File: src/rtl/uart_pkg.sv
// rtl/uart_pkg.sv - shared types and constants for the UART ownership arbiter
package uart_pkg;

  localparam int UART_ARB_ID_WIDTH = 4;

  typedef enum logic {
    ACQUIRE = 1'b0,
    RELEASE = 1'b1
  } uart_arb_op_e;

  typedef enum logic [1:0] {
    GRANTED  = 2'd0,
    DENIED   = 2'd1,
    RELEASED = 2'd2,
    ERROR    = 2'd3
  } uart_arb_resp_e;

  typedef struct packed {
    uart_arb_op_e                 op;
    logic [UART_ARB_ID_WIDTH-1:0] id;
  } uart_arb_req_t;

  typedef enum logic {
    ST_IDLE = 1'b0,
    ST_RESP = 1'b1
  } uart_arb_state_e;

endpackage

File: src/rtl/uart_rr_pick.sv
// rtl/uart_rr_pick.sv - combinational round-robin first-set finder starting at start_i, wrapping
module uart_rr_pick #(
  parameter int IDX_WIDTH = 4
) (
  input  logic [(2**IDX_WIDTH)-1:0] vec_i,
  input  logic [IDX_WIDTH-1:0]      start_i,
  output logic [IDX_WIDTH-1:0]      idx_o,
  output logic                      found_o
);

  localparam int N = 2**IDX_WIDTH;

  // Scan from the far end back toward start_i so the closest set bit is written last.
  always_comb begin
    found_o = 1'b0;
    idx_o   = '0;
    for (int i = N - 1; i >= 0; i--) begin
      if (vec_i[start_i + IDX_WIDTH'(i)]) begin
        found_o = 1'b1;
        idx_o   = start_i + IDX_WIDTH'(i);
      end
    end
  end

endmodule

File: src/rtl/uart_access_arb.sv
// rtl/uart_access_arb.sv - UART ownership arbiter with round-robin reservation for denied IDs
// Optional lease timer and reservation expiry enabled by UART_ARB_LEASE_EN.
module uart_access_arb
  import uart_pkg::*;
#(
  parameter int ID_WIDTH    = UART_ARB_ID_WIDTH,
  parameter int LEASE_WIDTH = 32
) (
  input  logic                   clk_i,
  input  logic                   rst_i,
  input  logic [ID_WIDTH:0]      access_id_req_i,
  input  logic                   access_id_req_valid_i,
  output logic                   access_id_req_ready_o,
  output logic [1:0]             access_id_gnt_o,
  output logic                   access_id_gnt_valid_o,
  input  logic                   access_id_gnt_ready_i,
  input  logic [LEASE_WIDTH-1:0] lease_limit_i,
  output logic                   owner_valid_o,
  output logic [ID_WIDTH-1:0]    owner_id_o,
  output logic                   lease_expired_o
);

  localparam int NUM_IDS = 2**ID_WIDTH;

  uart_arb_state_e      state_q, state_d;
  uart_arb_resp_e       code_q, code_d;
  logic                 owner_valid_q, owner_valid_d;
  logic [ID_WIDTH-1:0]  owner_id_q, owner_id_d;
  logic [NUM_IDS-1:0]   waiting_q, waiting_d;
  logic                 resv_valid_q, resv_valid_d;
  logic [ID_WIDTH-1:0]  resv_id_q, resv_id_d;
  logic                 expired_q, expired_d;

  uart_arb_op_e         req_op;
  logic [ID_WIDTH-1:0]  req_id;
  logic                 accept;
  logic                 is_owner;
  logic                 grant_new, refresh, release_ok, set_wait;
  uart_arb_resp_e       resp_code;
  logic [NUM_IDS-1:0]   id_oh, waiting_set;
  logic                 own_expire, resv_expire;
  logic                 clear_owner, reserve_trigger;
  logic [ID_WIDTH-1:0]  pick_start, pick_idx;
  logic                 pick_found;

  assign req_op = uart_arb_op_e'(access_id_req_i[ID_WIDTH]);
  assign req_id = access_id_req_i[ID_WIDTH-1:0];

`ifdef UART_ARB_LEASE_EN
  logic [LEASE_WIDTH-1:0] cnt_q, cnt_d;
  logic                   lease_active, at_limit;

  // One counter serves both an owner's lease and a pending reservation; they never coexist.
  assign lease_active = (owner_valid_q || resv_valid_q) && (lease_limit_i != '0);
  assign at_limit     = cnt_q >= (lease_limit_i - LEASE_WIDTH'(1));
`else
  logic unused_lease_limit;
  assign unused_lease_limit = ^lease_limit_i;
`endif

  // Request decode and lease events, all against pre-edge state.
  always_comb begin
    accept     = access_id_req_valid_i && access_id_req_ready_o;
    is_owner   = owner_valid_q && (owner_id_q == req_id);
    grant_new  = 1'b0;
    refresh    = 1'b0;
    release_ok = 1'b0;
    set_wait   = 1'b0;
    resp_code  = ERROR;
    if (req_op == ACQUIRE) begin
      if (!owner_valid_q && (!resv_valid_q || (resv_id_q == req_id))) begin
        resp_code = GRANTED;
        grant_new = accept;
      end else if (is_owner) begin
        resp_code = GRANTED;
        refresh   = accept;
      end else begin
        resp_code = DENIED;
        set_wait  = accept;
      end
    end else if (is_owner) begin
      resp_code  = RELEASED;
      release_ok = accept;
    end

    id_oh         = '0;
    id_oh[req_id] = 1'b1;
    waiting_set   = set_wait ? (waiting_q | id_oh) : waiting_q;

    own_expire  = 1'b0;
    resv_expire = 1'b0;
`ifdef UART_ARB_LEASE_EN
    own_expire  = owner_valid_q && lease_active && at_limit && !refresh && !release_ok;
    resv_expire = !owner_valid_q && resv_valid_q && lease_active && at_limit && !grant_new;
`endif
    clear_owner     = release_ok || own_expire;
    reserve_trigger = clear_owner || resv_expire;
    pick_start      = (clear_owner ? owner_id_q : resv_id_q) + ID_WIDTH'(1);
  end

  uart_rr_pick #(
    .IDX_WIDTH (ID_WIDTH)
  ) u_rr_pick (
    .vec_i   (waiting_set),
    .start_i (pick_start),
    .idx_o   (pick_idx),
    .found_o (pick_found)
  );

  always_comb begin
    state_d       = state_q;
    code_d        = code_q;
    owner_valid_d = owner_valid_q;
    owner_id_d    = owner_id_q;
    waiting_d     = waiting_set;
    resv_valid_d  = resv_valid_q;
    resv_id_d     = resv_id_q;
    expired_d     = own_expire;

    case (state_q)
      ST_IDLE: begin
        if (accept) begin
          state_d = ST_RESP;
          code_d  = resp_code;
        end
      end
      ST_RESP: begin
        if (access_id_gnt_ready_i) begin
          state_d = ST_IDLE;
        end
      end
      default: state_d = ST_IDLE;
    endcase

    if (grant_new) begin
      owner_valid_d     = 1'b1;
      owner_id_d        = req_id;
      waiting_d[req_id] = 1'b0;
      resv_valid_d      = 1'b0;
      resv_id_d         = '0;
    end else if (reserve_trigger) begin
      if (clear_owner) begin
        owner_valid_d = 1'b0;
        owner_id_d    = '0;
      end
      resv_valid_d = pick_found;
      resv_id_d    = pick_found ? pick_idx : '0;
      if (pick_found) begin
        waiting_d[pick_idx] = 1'b0;
      end
    end

`ifdef UART_ARB_LEASE_EN
    cnt_d = lease_active ? (cnt_q + LEASE_WIDTH'(1)) : cnt_q;
    if (grant_new || refresh || reserve_trigger) begin
      cnt_d = '0;
    end
`endif
  end

  always_ff @(posedge clk_i) begin
    if (rst_i) begin
      state_q       <= ST_IDLE;
      code_q        <= GRANTED;
      owner_valid_q <= 1'b0;
      owner_id_q    <= '0;
      waiting_q     <= '0;
      resv_valid_q  <= 1'b0;
      resv_id_q     <= '0;
      expired_q     <= 1'b0;
`ifdef UART_ARB_LEASE_EN
      cnt_q         <= '0;
`endif
    end else begin
      state_q       <= state_d;
      code_q        <= code_d;
      owner_valid_q <= owner_valid_d;
      owner_id_q    <= owner_id_d;
      waiting_q     <= waiting_d;
      resv_valid_q  <= resv_valid_d;
      resv_id_q     <= resv_id_d;
      expired_q     <= expired_d;
`ifdef UART_ARB_LEASE_EN
      cnt_q         <= cnt_d;
`endif
    end
  end

  assign access_id_req_ready_o = (state_q == ST_IDLE) && !rst_i;
  assign access_id_gnt_valid_o = (state_q == ST_RESP);
  assign access_id_gnt_o       = code_q;
  assign owner_valid_o         = owner_valid_q;
  assign owner_id_o            = owner_id_q;
  assign lease_expired_o       = expired_q;

endmodule
File: config.mk
export PLATFORM = sky130hd
export DESIGN_NAME = uart_access_arb
export DESIGN_NICKNAME = d
export VERILOG_FILES = /design/src/rtl/uart_pkg.sv /design/src/rtl/uart_rr_pick.sv /design/src/rtl/uart_access_arb.sv
export SDC_FILE = /design/constraint.sdc
export NUM_CORES = 1
export LEC_CHECK = 0
export ABC_AREA = 0
export BUFFER_PORTS_ARGS = -buffer_cell sky130_fd_sc_hd__buf_4
export CAP_MARGIN = 30
export CORE_UTILIZATION = 60
export CTS_BUF_LIST = sky130_fd_sc_hd__clkbuf_16
export DETAILED_ROUTE_END_ITERATION = 8
export HOLD_SLACK_MARGIN = 0.15
export PLACE_DENSITY = 0.88
export SLEW_MARGIN = 0
export SYNTH_ARGS = -nofsm -noshare
export SYNTH_HDL_FRONTEND = slang
export SYNTH_SLANG_ARGS = --single-unit
File: constraint.sdc
create_clock -name clk_i -period 18.4 [get_ports clk_i]
set_input_delay 3.68 -clock clk_i [delete_from_list [all_inputs] [get_ports clk_i]]
set_output_delay 3.68 -clock clk_i [all_outputs]
set_load 0.02 [all_outputs]
==> results of run 1 <==
cells in the final DEF (no fill, tap or decap), types with 4 or more instances in the layout:
cell       netlist  final
nand4_1          5      5
dfxtp_1         29     29
ha_1             7      7
a311o_1          4      4
a21oi_1         37     37
o22ai_1          9      9
or3_1            5      5
nand3_1         21     21
a211oi_1        11     11
clkbuf_16        0      5
a21boi_0         4      4
xor2_1           7      7
a211oi_2         6      6
a2111oi_0        7      7
o21ai_0         21     21
and2_1          13     13
xnor2_1         11     11
nor2b_1          8      8
a22oi_1         33     33
nor3_1          22     22
a31oi_2         10     10
mux4_2           5      5
mux2_2           5      5
o211ai_1         5      5
buf_4            2     19
nand2_1         60     60
or2_2            6      6
mux2i_1         19     19
nor4_1           4      4
a2111oi_1        8      8
a31oi_1         13     13
inv_1           10     10
a22o_1           4      4
and3_1           8      8
nor2_1          37     37
a21o_1           8      8
logic make-up (layout without fill, tap and decap cells):
logic type	count (synthesis)	in the layout	synth area share
DFF	29	29	0.138
xor gates and xnor gates	20	20	0.0481
adders and majority gates	7	7	0.0208
other	1	1	0.000891
muxes	29	29	0.0853
buffers and inverters	36	37	0.0413
AOI/OAI and AO/OA	226	226	0.411
and+or+nand+nor	210	210	0.255
per-stage QoR:
stage / instances / hold slack [ns]
4_1_cts: 654 / 0.472
5_1_grt: 655 / 0.487
6_report: 655 / 0.500
3_3_place_gp: 646 / 0.445
3_5_place_dp: 646 / 0.461
2_1_floorplan: 558 / 0.437
path summary, 6_finish.rpt:
kind | from | endpoint | slack (ns) | cells past startpoint
max | access_id_req_i[3] | waiting_q[11] | 8.38 | 19
min | resv_valid_q | resv_valid_q | 0.50 | 2
min reg2reg | resv_valid_q | resv_valid_q | 0.50 | 2
max reg2reg | owner_id_o[3] | waiting_q[11] | 11.54 | 18
state kept, by name (all words and copies together), names as in the netlist:
signal and flops:
waiting_q 16, access_id_gnt_valid_o 1, resv_id_q 4, owner_id_o 4, owner_valid_o 1, resv_valid_q 1, access_id_gnt_o 2
area by class of cell:
class                           instances  area, um^2
Multi-Input combinational cell        493        3460
Fill cell                             589        2320
Sequential cell                        29         581
Timing Repair Buffer                   19         143
Clock buffer                            5         125
Tap cell                               96         120
Inverter                               10        37.5
Clock inverter                          3        12.5
per-layer routing:
metal  GRT usage  vias to the layer above
li1            -                     2205
met1       0.512                     2257
met2       0.673                      335
met3      0.0972                       71
met4       0.214                        0
met5           0                        -
power groups by stage:
stage          combinational, mW  sequential (mW)  clock, mW
2_1_floorplan             0.0108           0.0671          0
3_3_place_gp              0.0162           0.0662          0
3_5_place_dp              0.0166           0.0662          0
4_1_cts                   0.0169           0.0651     0.0744
5_1_grt                   0.0185           0.0652     0.0774
6_report                  0.0172           0.0652     0.0752
worst max-delay path: cells and delay by family:
| family | cells | cell delay (ns) |
|---|---|---|
| muxes | 1 | 0.21 |
| AOI/OAI and AO/OA | 7 | 1.59 |
| adders and majority gates | 2 | 1.02 |
| xor gates and xnor gates | 2 | 0.98 |
| and+or+nand+nor | 4 | 1.87 |
| buffers and inverters | 3 | 0.74 |
==> summary.md, run 1 <==
| Metric | Value |
|---|---|
| Status | finished, final reports clean |
| Comb pwr share | 0.109 |
| Setup Viol. Count Final | 0 |
| Met1 Wirelength | 5.91 mm |
| Crit. End Element | register |
| Switching share of power | 0.250 |
| Met3 routed WL | 1.59 mm |
| ANT nets after route | 0 |
| Cts bufs inserted | 5 |
| Clock skew | between 0.002 and 0.003 ns |
| Reg power frac | 0.413 |
| Final core occ | 0.659 |
| Site row count | 30 |
| Post-synth net total | ~610 |
| Switching power | 39.4 uW |
| Fin nets | slightly above 600 |
| Synth async-reset ratio | 0 |
| Final Hold Fails | 0 |
| GRT overflow | 0 |
| Ranking of synthesized cells by area | dfxtp_1 (14%), a22oi_1 (5.9%), nand2_1 (5.3%), mux2i_1 (4.5%), a21oi_1 (4.4%) |
| Max Used Layer | met4 |
| Netlist Area Pre-Place | 4210 um^2 |
| Leak Pwr | ~1.6 nW |
| Residual DRC count | 0 |
| Die W | approximately 86 um |
| Total power | 158 uW |
| Die H | 85.8 um |
| Final Max Tran Viols | 0 |
| Post-place setup slack | roughly 8.1 ns |
| Routed wire length on met2 | between 6 and 7 mm |
| RSZ-0062 raised after global routing | no |
| Finished Cell Area | 4470 um^2 |
| Top cells by count, synth | nand2_1 (60), a21oi_1 (37), nor2_1 (37) |
| Hold Crit Class | register to register |
| Largest net degree at the start of global routing | 27 |
| Crit path required time | between 15 and 20 ns |
| Synth top area share | 0.138 |
| # H-tree levels | 2 |
| Max cap viols | 0 |
| DRT iter0 DRCs | a little under 600 |
| Placed Area | between 4000 and 5000 um^2 |
| Syn Area/Cell | 7.55 um^2 |
| All-layer global routing usage | 0.414 |
| Clk pwr share | 0.477 |
| Crit-path max FO | 13 |
| Distinct cell type count after synthesis | slightly above 80 |
| Worst Tran Pin Value | roughly 0.98 ns |
| I/O Buffers | 17 |
| Max VDD drop | 0.0740 mV |
| Synth area leader | dfxtp_1 |
| DRT Pass-1 Iters | 6 |
| Sum Neg Setup Slack | 0 ns |
| Biggest cell delay along the critical path | approximately 0.80 ns |
| Clk sinks | 29 |
| Seq cells post-synth | 29 |
| Core area | roughly 6800 um^2 |
| Worst-Skew Late Latency | 0.28 ns |
| Syn-to-layout area delta | 6.27% |
| CTS clk-pin slew, worst paths | ~0.050 ns |
| WL final | 15.0 mm |
| Slowest-stage cell, CP | nor4_1 |
| Internal Power | between 100 and 150 uW |
| Vias in the first global route | between 4000 and 5000 |
| Via Count | between 4000 and 5000 |
| Clock Tree Root | clkbuf_16 |
| Final worst setup slack | approximately 8.4 ns |
| DR WL/cell | approximately 23 um |
| Max-slew headroom | 0.346 |
| Data arrival, critical path | 10.11 ns |
| Peak Freq | about 100 MHz |
| Cts repair resizes | 0 |
| Global-route wire length before repair | 23.7 mm |
| Period minus WS final | 10.02 ns |
| Layout cells sized above 1 | 0.131 |
| Post-CTS setup buffers | 0 |
| Post-CTS Hold Fix Bufs | 0 |
| Critical Path Source Type | primary input |
| Synth warnings | 0 |
| Top-count cell post-synth | nand2_1 |
| GP Congestion | roughly 1.0 |
| Most used flip-flop cell after synthesis | dfxtp_1 |
| CTS tree | done |
| P per Cell Area | about 35 nW/um^2 |
| Synth Instances | 558 |
| Final Cycle Share | 0.545 |
| Ant. Diodes | 0 |
| Post-synth EDFFs | 0 |
| Die ar. | between 7000 and 8000 um^2 |
| Vias per Instance | ~7.4 |
| Antenna violations before repair | 0 |
| Initial Util | 0.620 |
| Post-synthesis sequential area ratio | 0.138 |
| Crit Path Category | primary input to register |
| Clock buffer depth | 2 |
| IO Pins | just over 50 |
| Dpl hpwl | ~11 mm |
| Worst-path cell chain | buf_4 > xnor2_1 > and4_1 > a21boi_0 > nor2_1 > inv_1 > ha_1 > inv_1 > ha_1 > nor3_1 > a31oi_1 > xnor2_1 > mux2i_1 > a211oi_1 > o21ai_0 > a32o_1 > o211a_1 > nor4_1 > a2111oi_0 |
Note: power is estimated with default switching activity, not from simulation.
==> inputs of run 2 (changes only) <==
==> constraint.sdc (replaced) <==
create_clock -name clk_i -period 9.6 [get_ports clk_i]
set_input_delay 1.92 -clock clk_i [delete_from_list [all_inputs] [get_ports clk_i]]
set_output_delay 1.92 -clock clk_i [all_outputs]
set_load 0.02 [all_outputs]
==> run 2 against run 1 <==
Against the previous run: worst setup slack lost 7.1 ns; clock skew increased by 0.0029 ns; global-route usage fell by 0.73 points; sequential cell count unchanged; via count up 0.47%; combinational power is 91% higher; register-to-register slack worse by 8.9 ns; count of clock-buffer cells in the layout is the same; wire length shrank 0.29%; sequential power rose by 92%; first-iteration DRC count is 1.2% higher.
==> summary.md, run 2 (same netlist as run 1, synthesis figures left out) <==
| Metric | Value |
|---|---|
| Vias in the first global route | 4429 (-2.1%) |
| Crit. End Element | register |
| Largest net degree at the start of global routing | 27 (unchanged) |
| Dpl hpwl | 11.7 mm (+2.2%) |
| Worst Tran Pin Value | 1.07 ns (+0.0957 ns) |
| P per Cell Area | 66.8 nW/um^2 (+90%) |
| DRT iter0 DRCs | 600 (+1.2%) |
| Core area | 6790 um^2 (unchanged) |
| Non-filler instance count after layout | 657 (+0.31%) |
| Worst-Skew Late Latency | 0.27 ns (about the same) |
| Clock buffer depth | 2 (unchanged) |
| Crit path required time | 9.73 ns (-8.76 ns) |
| DR WL/cell | 22.7 um (-0.59%) |
| Final core occ | 0.661 (+0.00202) |
| FILL cells | 576 (-2.2%) |
| Status | finished, final reports clean |
| Data arrival, critical path | 8.46 ns (-1.65 ns) |
| All-layer global routing usage | 0.407 (-0.00729) |
| I/O Buffers | 17 (unchanged) |
| Met2 usage in global routing | 0.673 (-0.000727) |
| GRT overflow | 0 (unchanged) |
| Antenna violations before repair | 0 (unchanged) |
| Finished Cell Area | 4490 um^2 (+0.31%) |
| Crit Path Category | primary input to register |
| Residual DRC count | 0 (unchanged) |
| Final Cycle Share | 0.868 |
| CTS tree | done |
| Critical Path Source Type | primary input |
| Clock Tree Root | clkbuf_16 |
| Total power | 300 uW (+90%) |
| Met1 Use GR | 0.518 (+0.00588) |
| Max-slew headroom | 0.277 (-0.0692) |
| Gr busiest metal | met2 |
| Clock skew | 0.00545 ns (+0.00295 ns) |
| Crit-path max FO | 13 (unchanged) |
| Layout cells sized above 1 | 0.132 (+0.00132) |
| CTS clk-pin slew, worst paths | 0.05 ns (about the same) |
| Max cap viols | 0 (unchanged) |
| Vias per Instance | 7.44 (+0.17%) |
| Clk sinks | 29 (unchanged) |
| Commonest non-fill, non-tap cell in the layout | nand2_1 |
| RSZ-0062 raised after global routing | no |
| Period minus WS final | between 8 and 9 ns |
| ANT nets after route | 0 (unchanged) |
| Post-CTS setup buffers | 0 (unchanged) |
| # H-tree levels | 2 (unchanged) |
| Leak Pwr | 1.66 nW (+1.2%) |
| Max reg flops | 16 (unchanged) |
| Site row count | 30 (unchanged) |
| Die ar. | 7360 um^2 (unchanged) |
| Die H | 85.8 um (unchanged) |
| Ant. Diodes | 0 (unchanged) |
| Peak Freq | 120 MHz |
| IO Pins | 51 (unchanged) |
| GP Congestion | 1.03 (-1.4%) |
| Grt met3 use | 0.0664 (-0.0308) |
| Die W | 85.8 um (unchanged) |
| DRT Pass-1 Iters | 5 (-1) |
| Setup Viol. Count Final | 0 (unchanged) |
| Most frequent cells in the layout | nand2_1 (60), nor2_1 (37), a21oi_1 (37) |
| Final Hold Fails | 0 (unchanged) |
| Cts bufs inserted | 5 (unchanged) |
| Via Count | 4891 (+0.47%) |
| Global-route wire length before repair | 23.4 mm (-1.3%) |
| WL final | 14.9 mm (-0.29%) |
| Syn-to-layout area delta | 6.60% |
| Placed Area | 4340 um^2 (+0.35%) |
| Fin nets | 608 (+0.33%) |
| Cts repair resizes | 0 (unchanged) |
| Final Max Tran Viols | 0 (unchanged) |
| Sum Neg Setup Slack | 0 ns (unchanged) |
| Hold Crit Class | register to register |
| Reg with most FFs | waiting_q |
| Max VDD drop | 0.133 mV (+80%) |
| Placed Cells | 648 (+0.31%) |
| Post-CTS Hold Fix Bufs | 0 (unchanged) |
| Initial Util | 0.620 (unchanged) |
-- run 2: cell types whose count changed in the layout (fill, tap and decap cells not counted) --
cell      before  now
buf_4         19   21
clkinv_1       2    0
clkinv_2       1    0
inv_1         10   13
-- run 2: power by group --
group | switching, mW | internal [mW] | total [mW]
clock | 0.0495 | 0.0926 | 0.142
combinational | 0.0219 | 0.0110 | 0.0329
sequential | 0.00231 | 0.122 | 0.125
-- run 2: final cells by class --
cell class | instances | area (um^2) | area share
tap | 96 | 120 | 0.0268
sequential | 29 | 581 | 0.129
timing repair buffer | 21 | 158 | 0.0351
clock buffer | 5 | 125 | 0.0279
multi-input combinational | 493 | 3460 | 0.770
clock inverter | 3 | 11.3 | 0.00251
inverter | 10 | 37.5 | 0.00836
-- run 2: worst max-delay path: stages --
cell and delay (ns):
buf_4 0.16, xnor2_1 0.28, and4_1 0.47, a21boi_0 0.29, nor2_1 0.33, inv_1 0.22
ha_1 0.65, inv_1 0.34, ha_1 0.40, nor3_1 0.23, a31oi_1 0.08, xnor2_1 0.81
mux2i_1 0.26, mux2_2 0.37, nor3_2 0.23, nor4b_1 0.35, a31o_2 0.35, nor4_1 0.15
a2111oi_1 0.54
-- run 2: layer usage --
| metal | part of all wire | wire, um | up-vias |
|---|---|---|---|
| met5 | 0 | 0 | - |
| met4 | 0.048 | 710 | 0 |
| met3 | 0.090 | 1350 | 59 |
| met2 | 0.46 | 6890 | 309 |
| met1 | 0.40 | 6000 | 2307 |
| li1 | - | - | 2216 |
-- run 2: worst paths after layout --
kind	startpoint	endpoint	slack (ns)	cells after the start
worst max-delay path	access_id_req_i[3]	waiting_q[2]	1.27	19
worst min-delay path	access_id_gnt_o[0]	access_id_gnt_o[0]	0.50	2
worst min register to register	access_id_gnt_o[0]	access_id_gnt_o[0]	0.50	2
worst max register to register	owner_id_o[0]	waiting_q[2]	2.67	17
-- run 2: metrics by stage --
stage                     hold WS [ns]  setup WS [ns]
after floorplan                  0.437           2.54
after global placement           0.445           1.29
after detailed placement         0.491           1.16
after CTS                        0.500           1.40
after global routing             0.512          0.842
final                            0.505           1.27
